## src/rtl/cnn_stream_controller_if.sv

```systemverilog
// Pixel-stream control bundle between a frame source and cnn_stream_controller.
// The source owns start/in_valid; the controller owns everything else.
interface cnn_stream_controller_if #(
    parameter int CNT_WIDTH = 16
);
    logic                 start;
    logic                 in_valid;
    logic                 in_ready;
    logic                 conv_en;
    logic                 win_valid;
    logic                 out_valid;
    logic [CNT_WIDTH-1:0] col_idx;
    logic [CNT_WIDTH-1:0] row_idx;
    logic [CNT_WIDTH-1:0] out_count;
    logic                 busy;
    logic                 frame_done;

    modport master (
        output start, in_valid,
        input  in_ready, conv_en, win_valid, out_valid,
        input  col_idx, row_idx, out_count, busy, frame_done
    );

    modport slave (
        input  start, in_valid,
        output in_ready, conv_en, win_valid, out_valid,
        output col_idx, row_idx, out_count, busy, frame_done
    );
endinterface

```

## src/rtl/cnn_stream_controller.sv

```systemverilog
// Frame sequencer for the cnn convolution datapath: accepts raster pixels, flags
// strided window completions, delays them to line up with results, then drains.
module cnn_stream_controller #(
    parameter int IMAGE_WIDTH  = 64,
    parameter int IMAGE_HEIGHT = 32,
    parameter int FILTER_SIZE  = 5,
    parameter int STRIDE       = 4,
    parameter int PIPE_LATENCY = 3,
    parameter int CNT_WIDTH    = 16
) (
    input  logic                  clk,
    input  logic                  rst,
    cnn_stream_controller_if.slave bus,
    output logic [1:0]            state_o
);
    // Handshake: a pixel transfers on any cycle where in_valid and in_ready are
    // both high; in_valid may drop at any time (a stall) and nothing advances.
    typedef enum logic [1:0] {
        IDLE  = 2'd0,
        RUN   = 2'd1,
        DRAIN = 2'd2,
        DONE  = 2'd3
    } state_e;

    localparam int PH_W = (STRIDE > 1) ? $clog2(STRIDE) : 1;
    localparam logic [CNT_WIDTH-1:0] COL_LAST   = CNT_WIDTH'(IMAGE_WIDTH - 1);
    localparam logic [CNT_WIDTH-1:0] ROW_LAST   = CNT_WIDTH'(IMAGE_HEIGHT - 1);
    localparam logic [CNT_WIDTH-1:0] WIN_START  = CNT_WIDTH'(FILTER_SIZE - 1);
    localparam logic [CNT_WIDTH-1:0] DRAIN_LAST = CNT_WIDTH'(PIPE_LATENCY - 1);
    localparam logic [PH_W-1:0]      PH_LAST    = PH_W'(STRIDE - 1);

    state_e                state_q;
    logic                  in_ready_q, busy_q, done_q;
    logic [CNT_WIDTH-1:0]  col_q, row_q, drain_q, out_cnt_q;
    logic [CNT_WIDTH-1:0]  col_d, row_d;
    logic [PH_W-1:0]       col_ph_q, row_ph_q, col_ph_d, row_ph_d;
    logic [PIPE_LATENCY-1:0] pipe_q, pipe_d;
    logic                  accept, conv_en, win_valid, col_wrap, last_px;

    assign accept    = in_ready_q & bus.in_valid;
    assign conv_en   = accept | (state_q == DRAIN);
    assign win_valid = accept & (row_q >= WIN_START) & (col_q >= WIN_START)
                     & (row_ph_q == '0) & (col_ph_q == '0);
    assign col_wrap  = (col_q == COL_LAST);
    assign last_px   = col_wrap & (row_q == ROW_LAST);
    assign col_d     = col_wrap ? '0 : col_q + CNT_WIDTH'(1);
    assign row_d     = row_q + CNT_WIDTH'(1);

    // Phase is 0 at the first full-window position and steps modulo STRIDE after it.
    assign col_ph_d = ((col_d == WIN_START) || (col_ph_q == PH_LAST)) ? '0 : col_ph_q + PH_W'(1);
    assign row_ph_d = ((row_d == WIN_START) || (row_ph_q == PH_LAST)) ? '0 : row_ph_q + PH_W'(1);

    // Top stage is out_valid itself; it clears whenever the datapath is not enabled.
    always_comb begin
        pipe_d = pipe_q;
        pipe_d[PIPE_LATENCY-1] = 1'b0;
        if (conv_en) begin
            pipe_d[0] = win_valid;
            for (int i = 1; i < PIPE_LATENCY; i++) begin
                pipe_d[i] = pipe_q[i-1];
            end
        end
    end

    always_ff @(posedge clk) begin
        if (rst) begin
            state_q    <= IDLE;
            in_ready_q <= 1'b0;
            busy_q     <= 1'b0;
            done_q     <= 1'b0;
            col_q      <= '0;
            row_q      <= '0;
            col_ph_q   <= '0;
            row_ph_q   <= '0;
            drain_q    <= '0;
            out_cnt_q  <= '0;
            pipe_q     <= '0;
        end else begin
            pipe_q <= pipe_d;
            done_q <= 1'b0;
            if (pipe_q[PIPE_LATENCY-1] && (out_cnt_q != '1)) begin
                out_cnt_q <= out_cnt_q + CNT_WIDTH'(1);
            end
            case (state_q)
                IDLE: begin
                    if (bus.start) begin
                        state_q    <= RUN;
                        in_ready_q <= 1'b1;
                        busy_q     <= 1'b1;
                        col_q      <= '0;
                        row_q      <= '0;
                        col_ph_q   <= '0;
                        row_ph_q   <= '0;
                        drain_q    <= '0;
                        out_cnt_q  <= '0;
                    end
                end
                RUN: begin
                    if (accept) begin
                        col_q    <= col_d;
                        col_ph_q <= col_ph_d;
                        if (col_wrap) begin
                            row_q    <= row_d;
                            row_ph_q <= row_ph_d;
                        end
                        if (last_px) begin
                            state_q    <= DRAIN;
                            in_ready_q <= 1'b0;
                            drain_q    <= '0;
                        end
                    end
                end
                DRAIN: begin
                    if (drain_q == DRAIN_LAST) begin
                        state_q <= DONE;
                        done_q  <= 1'b1;
                    end else begin
                        drain_q <= drain_q + CNT_WIDTH'(1);
                    end
                end
                DONE: begin
                    state_q <= IDLE;
                    busy_q  <= 1'b0;
                end
                default: state_q <= IDLE;
            endcase
        end
    end

    assign bus.in_ready   = in_ready_q;
    assign bus.conv_en    = conv_en;
    assign bus.win_valid  = win_valid;
    assign bus.out_valid  = pipe_q[PIPE_LATENCY-1];
    assign bus.col_idx    = col_q;
    assign bus.row_idx    = row_q;
    assign bus.out_count  = out_cnt_q;
    assign bus.busy       = busy_q;
    assign bus.frame_done = done_q;
    assign state_o        = state_q;
endmodule
```

## src/flat_wrapper.sv

```systemverilog
// flat-port wrapper written by rule: the top's interface ports become plain ports
module cnn_stream_controller_flat 
#(
    parameter int IMAGE_WIDTH  = 64,
    parameter int IMAGE_HEIGHT = 32,
    parameter int FILTER_SIZE  = 5,
    parameter int STRIDE       = 4,
    parameter int PIPE_LATENCY = 3,
    parameter int CNT_WIDTH    = 16
)
  (clk, rst, state_o, bus_start, bus_in_valid, bus_in_ready, bus_conv_en, bus_win_valid, bus_out_valid, bus_col_idx, bus_row_idx, bus_out_count, bus_busy, bus_frame_done);
  cnn_stream_controller_if #(.CNT_WIDTH(CNT_WIDTH)) bus_i ();
  input  logic clk;
  input  logic rst;
  output logic [1:0] state_o;
  input wire logic [$bits(bus_i.start)-1:0] bus_start;
  input wire logic [$bits(bus_i.in_valid)-1:0] bus_in_valid;
  output wire logic [$bits(bus_i.in_ready)-1:0] bus_in_ready;
  output wire logic [$bits(bus_i.conv_en)-1:0] bus_conv_en;
  output wire logic [$bits(bus_i.win_valid)-1:0] bus_win_valid;
  output wire logic [$bits(bus_i.out_valid)-1:0] bus_out_valid;
  output wire logic [$bits(bus_i.col_idx)-1:0] bus_col_idx;
  output wire logic [$bits(bus_i.row_idx)-1:0] bus_row_idx;
  output wire logic [$bits(bus_i.out_count)-1:0] bus_out_count;
  output wire logic [$bits(bus_i.busy)-1:0] bus_busy;
  output wire logic [$bits(bus_i.frame_done)-1:0] bus_frame_done;
  assign bus_i.start = bus_start;
  assign bus_i.in_valid = bus_in_valid;
  assign bus_in_ready = bus_i.in_ready;
  assign bus_conv_en = bus_i.conv_en;
  assign bus_win_valid = bus_i.win_valid;
  assign bus_out_valid = bus_i.out_valid;
  assign bus_col_idx = bus_i.col_idx;
  assign bus_row_idx = bus_i.row_idx;
  assign bus_out_count = bus_i.out_count;
  assign bus_busy = bus_i.busy;
  assign bus_frame_done = bus_i.frame_done;
  cnn_stream_controller #(.IMAGE_WIDTH(IMAGE_WIDTH), .IMAGE_HEIGHT(IMAGE_HEIGHT), .FILTER_SIZE(FILTER_SIZE), .STRIDE(STRIDE), .PIPE_LATENCY(PIPE_LATENCY), .CNT_WIDTH(CNT_WIDTH)) u_core (.clk(clk), .rst(rst), .bus(bus_i), .state_o(state_o));
endmodule
```

## config.mk

```make
export PLATFORM = sky130hd
export DESIGN_NAME = cnn_stream_controller_flat
export DESIGN_NICKNAME = d
export VERILOG_FILES = /design/src/rtl/cnn_stream_controller_if.sv /design/src/rtl/cnn_stream_controller.sv /design/src/flat_wrapper.sv
export SDC_FILE = /design/constraint.sdc
export NUM_CORES = 1
export LEC_CHECK = 0
export ABC_AREA = 1
export CORE_ASPECT_RATIO = 1.25
export CORE_MARGIN = 2
export CORE_UTILIZATION = 51
export CTS_CLUSTER_DIAMETER = 120
export DETAILED_ROUTE_END_ITERATION = 6
export MAX_ROUTING_LAYER = met4
export PLACE_DENSITY = 0.77
export SETUP_SLACK_MARGIN = 0.02
export SKIP_LAST_GASP = 1
export SLEW_MARGIN = 20
export SYNTH_ARGS = -nofsm -noshare
export SYNTH_HDL_FRONTEND = slang
export SYNTH_SLANG_ARGS = --single-unit
export TNS_END_PERCENT = 1
```

## constraint.sdc

```tcl
create_clock -name clk -period 1.81 [get_ports clk]
set_clock_uncertainty 0.15 [all_clocks]
set_input_delay 0.4525 -clock clk [delete_from_list [all_inputs] [get_ports clk]]
set_output_delay 0.4525 -clock clk [all_outputs]
set_load 0.02 [all_outputs]
```

* Yosys cells after proc, flatten, opt, wreduce, memory -nomap -nowiden
Index checks and enable logic that the tools add are counted.
Operators by class: divide/modulo/power cells 0, equal/unequal tests 17, add/subtract/negate cells 6, shift operators 0, bitwise gates (word level) 9, reduce and logical (&&, ||, !) cells 17, $mul 0, magnitude comparators 2, multiplexer cells 33
Operators by type and width (count):
- two-way mux 16 bit | 11
- adder 16 x 1 -> 16 bit (second input constant) | 4
- one-hot mux 16 bit (2 select lines) | 2
- one-hot mux 16 bit (3 select lines) | 1
- equality test 16 x 3 -> 1 bit (second input constant) | 2
- greater-or-equal comparator 16 x 3 -> 1 bit (second input constant) | 2
- two-way mux 2 bit | 10
- equality test 16 x 2 -> 1 bit (second input constant) | 1
- equality test 16 x 5 -> 1 bit (second input constant) | 1
- equality test 16 x 6 -> 1 bit (second input constant) | 1
- != test 16 bit (second input constant) | 1
- AND reduction 4 bit | 3
- equality test 2 bit (second input constant) | 4
- one-hot mux 2 bit (2 select lines) | 2
- one-hot mux 2 bit (4 select lines) | 1
- bitwise AND 1 bit | 6
- logical NOT 2 bit | 3
- != test 2 x 1 -> 1 bit (second input constant) | 3
- != test 2 bit (second input constant) | 3
- AND reduction 5 bit | 1
- adder 2 x 1 -> 2 bit (second input constant) | 2
- two-way mux 1 bit | 4
- one-hot mux 1 bit (2 select lines) | 2
- nonzero test 2 bit | 2
- 9 further kinds | 12
Storage, ports and cells: memory bits (read-only) 0, word-level logic and storage cells 96, output and inout port bits 56, input port bits 4, register bits 76, memories kept 0, memory bits (writable) 0, bits in latches 0

* Logic depth before layout (Yosys ltp)
word-level depth 7, gate-level depth with buffers 13, gate-level depth less buffers 13

* Worst setup path after synthesis
No wires, ideal clock.
path kind flip-flop to flip-flop, from reg u_core.state_q[0], in the netlist u_core.state_o[0], to reg u_core.row_q[10], in the netlist u_core.bus.row_idx[10], path slack -0.264 ns, data arrival time 1.853 ns, path buffers 1, required time 1.589 ns, cell stages (with the launch flop) 13, cells stage by stage dfxtp_1 -> inv_1 -> ha_1 -> inv_2 -> nor2_1 -> inv_1 -> o211ai_1 -> nor2_2 -> nand2_1 -> inv_2 -> buf_2 -> nand2_1 -> a21oi_1
Between the ends: cells in the longest elaborated chain, start to end 3, elaborated cells between the ends (all ways) 8, those cells by class eq/ne (4); mux (1); reduce/logical (3)
Ends and longest elaborated chain:
- from (decl) | RTL line cnn_stream_controller.sv:32 | state_e state_q;
- from (signal assigned) | RTL line cnn_stream_controller.sv:67 | state_q <= IDLE;
- from (signal assigned) | RTL line cnn_stream_controller.sv:87 | state_q <= RUN;
- from (signal assigned) | RTL line cnn_stream_controller.sv:107 | state_q <= DRAIN;
- equality test 2 x 1 -> 1 bit or logical NOT 2 bit (tied branches) | RTL line cnn_stream_controller.sv:84 | case (state_q)
- != test 2 x 1 -> 1 bit (no source line) (tied with other cells)
- AND reduction 4 bit (no source line)
- to (signal assigned) | RTL line cnn_stream_controller.sv:103 | row_q <= row_d;
- to (decl) | RTL line cnn_stream_controller.sv:34 | logic [CNT_WIDTH-1:0] col_q, row_q, drain_q, out_cnt_q;
Several ways; a longest one is shown, not always the timed one. A chain may end at the register's enable or synchronous reset.

* Final worst setup path
from reg u_core.row_q[8], in the netlist u_core.bus.row_idx[8], to out bus_win_valid
Between the ends: cells in the longest elaborated chain, start to end 5
Ends and longest elaborated chain:
- greater-or-equal comparator 16 x 3 -> 1 bit | RTL line cnn_stream_controller.sv:42 | assign win_valid = accept & (row_q >= WIN_START) & (col_q >= WIN_START)
- bitwise AND 1 bit (2 in a row) | RTL line cnn_stream_controller.sv:42
- bitwise AND 1 bit (2 in a row) | RTL line cnn_stream_controller.sv:43 | & (row_ph_q == '0) & (col_ph_q == '0);
- to (decl) | RTL line flat_wrapper.sv:20 | output wire logic [$bits(bus_i.win_valid)-1:0] bus_win_valid;
No other way between the ends.

==> results <==
==> power by group through the flow <==
stage | combinational (mW) | clock [mW] | sequential (mW)
after floorplan | 1.12 | 0 | 1.92
after global placement | 1.93 | 0 | 1.85
after detailed placement | 1.99 | 0 | 1.85
after CTS | 2.00 | 1.23 | 1.81
after global routing | 2.18 | 1.30 | 1.82
final | 2.01 | 1.21 | 1.81
==> stage by stage <==
stage	hold WS (ns)	setup slack, ns
2_1_floorplan	0.275	-0.131
5_1_grt	0.264	-0.498
4_1_cts	0.254	-0.501
3_3_place_gp	0.278	-0.746
6_report	0.277	-0.411
3_5_place_dp	0.290	-0.738
==> cell type report <==
| type | count | share of cell area (%) |
|---|---|---|
| clock buffers | 12 | 2.40 |
| clock inverters | 4 | 0.368 |
| inverters | 79 | 4.59 |
| multi-input cells | 554 | 43.0 |
| flip-flops and latches | 76 | 23.8 |
| well taps | 120 | 2.33 |
| repair buffers | 182 | 23.6 |
==> cells in the final DEF, fill, tap and decap left out, types with 2 or more instances in the layout <==
cell type	instances
a21oi_1	58
buf_4	122
clkbuf_8	11
clkdlybuf4s50_1	56
clkinv_2	3
dfxtp_1	67
dfxtp_2	8
ha_1	13
ha_2	2
inv_1	71
inv_2	7
nand2_1	192
nand2_2	4
nand2_4	2
nand3_1	71
nand3b_1	3
nand4_1	14
nor2_1	113
nor2_2	4
nor2_4	2
nor3_1	14
nor3b_1	3
o21ai_0	11
o21bai_1	3
or2_0	2
xnor2_1	8
xor2_1	21
==> routing by layer <==
metal | GRT usage [%] | share of wire, %
met1 | 32.0 | 41
met2 | 47.0 | 52
met3 | 4.54 | 4.8
met4 | 10.7 | 2.3
met5 | - | 0
==> flip-flops by register name, summed over array words and instances (netlist names) <==
register / flops
u_core.state_o: 2
u_core.drain_q: 16
u_core.bus.in_ready: 1
u_core.pipe_q: 3
u_core.bus.row_idx: 16
u_core.col_ph_q: 2
u_core.bus.busy: 1
u_core.bus.col_idx: 16
u_core.bus.frame_done: 1
u_core.bus.out_count: 16
u_core.row_ph_q: 2
==> logic make-up (layout without fill, tap and decap cells) <==
| kind of cell | after synthesis | count (layout) | synth area share (%) |
|---|---|---|---|
| flip-flops | 76 | 76 | 32.8 |
| adder cells (fa/ha/maj) | 15 | 15 | 4.04 |
| AO/OA/AOI/OAI | 78 | 78 | 8.97 |
| buffers and inverters | 98 | 277 | 8.87 |
| AND/OR/NAND/NOR | 432 | 432 | 39.9 |
| XOR/XNOR | 29 | 29 | 5.47 |
==> how the worst max path moves through the flow <==
stage                           startpoint            endpoint
CTS                  u_core.bus.col_idx[9]       bus_win_valid
finish               u_core.bus.row_idx[8]       bus_win_valid
global route        u_core.bus.col_idx[12]       bus_win_valid
floorplan            u_core.bus.col_idx[1]  u_core.drain_q[11]
global placement              bus_in_valid       bus_win_valid
detailed placement            bus_in_valid       bus_win_valid
==> worst max-delay path: stages (launching register included) <==
cell and delay [ns]:
dfxtp_1 0.31, nor2_1 0.14, nand3_1 0.15, nor4_2 0.42, nor3_4 0.08, buf_6 0.14
==> timing repair <==
| item | 4_1_cts | 5_1_grt |
|---|---|---|
| hold endpoints to repair | 0 | 0 |
| pin swaps | 4 | 5 |
| gates resized for setup | 17 | 5 |
| hold buffers | 0 | 0 |
| setup buffers | 1 | 0 |
| endpoints found under the setup margin | 118 | 126 |
==> results.tsv <==
stage	metric	value	unit
floorplanning	Core Rows	38	
timing	setup ws final	-0.411	ns
clock_tree	CTS max path bufs	2	
timing	final setup vio count	115	
logic_synthesis	count leader, synth	nand2_1	
logic_synthesis	Yosys warning count	0	
logic_synthesis	Post-synth EDFFs	0	
global_route	grt total ovfl	0	
worst_hold_path	hold_sp	rst	
floorplanning	Initial Util	53.1	%
routing	post-route ant nets	0	
logic_synthesis	synthesized cell area	4640	um^2
routing	total routed wirelength	13.1	mm
global_route	Total GRT Usage	27.7	%
floorplanning	die footprint	9890	um^2
place	placed cell count	1010	
finish	Ant. Diodes	0	
run_status	status	complete, but fails checks	
run_status	failing checks	negative setup slack	
finish	final std cells w/o fill	1027	
critical_path	Reg-to-Reg Start	u_core.state_o[0]	
clock_tree	clock slew at reported path FFs	0.08	ns
worst_hold_path	Worst Hold Path EP	u_core.drain_q[10]	
place	routability cong.	0.965	
logic_synthesis	post-synth top area share	32.8	%
routing	drt pass-1 iters	6	
critical_path	FF-to-FF setup slack	-0.25	ns
clock_tree	root buf cell	clkbuf_8	
timing	final setup TNS	-21.33	ns
power	combinational group share of total power	40.0	%
routing	vias after detailed routing	5334	
clock_tree	clk_lat worst skew	0.37	ns
power	switching power total	1.92	mW
logic_synthesis	Syn Inst Count	728	
critical_path	worst reg2reg path depth	9	
floorplanning	die height	111	um
timing	Pins Over Slew Limit	0	
logic_synthesis	synthesized area per cell	6.38	um^2
timing	Period minus WS final	2.22	ns
finish	Filler Cell Count	746	
power	peak supply drop	607	uV
logic_synthesis	synth top area cells	dfxtp_1 (33%), nand2_1 (16%), nor2_1 (9.4%)	
place	hpwl dp	9.67	mm
critical_path	CP startpoint kind	flip-flop	
finish	Layout area overhead	39.0	%
logic_synthesis	Synth Flop Type	dfxtp_1	
place	Buffers on Ports	59	
global_route	vias in the first global route	5024	
run	MaxCap Viol Count	0	
logic_synthesis	syn_nets	747	
power	internal power	3.12	mW
clock_tree	CTS tree	built	
floorplanning	CORE AREA	8750	um^2
finish	Multi-input gate area	2770	um^2
critical_path	arrival time at the worst endpoint	1.62	ns
worst_hold_path	Worst Hold Class	in -> reg	
clock_tree	CTS Sinks	76	
logic_synthesis	register area share after synthesis	32.8	%
floorplanning	# IOs	60	
critical_path	CP max FO	2	
finish	layout net count	921	
finish	Final Util	73.8	%
power	Clk pwr share	24.0	%
power	switching fraction of total power	38.1	%
routing	WL/cell	12.7	um
timing	Slew headroom	73.4	%
logic_synthesis	flops & latches, synth	76	
global_route	largest net degree at the start of global routing	26	
finish	Reg area	1540	um^2
global_route	initial antenna violation count	0	
clock_tree	CTS Buf Count	9	
clock_tree	H-tree depth	3	
place	DP Area	6210	um^2
finish	final instance area	6450	um^2
power	Seq pwr share	36.0	%
timing	Slew @ Worst Pin	0.395	ns
logic_synthesis	top cells by count, synth	nand2_1 (195), nor2_1 (116), dfxtp_1 (76), inv_1 (72), nand3_1 (71)	
finish	layout cell share with drive strength beyond 1	19.6	%
timing	fmax	0.450	GHz
power	cell area power density	780	nW/um^2
routing	Via density	5.19	
critical_path	Worst R2R End	u_core.bus.row_idx[12]	
global_route	global-route wire length before repair	21.6	mm
critical_path	Critical Path Sink Type	output port	
worst_hold_path	worst hold stages	2	
logic_synthesis	Synth cell types	39	
critical_path	WS Path Type	reg -> out	
logic_synthesis	Synth area leader	dfxtp_1	
power	power consumption	5.03	mW
routing	drt drc	0	
timing	final worst-path cycle share	123	%
timing	RSZ-0062 raised after global routing	yes	
routing	DR iter-0 viols	206	
power	Leak	2.67	nW
critical_path	WP data required	1.21	ns
timing	final hold vios	0	
logic_synthesis	Async SR Flop Fraction	0	%
floorplanning	die width	89.3	um
Power figures use the tool's default switching activity.
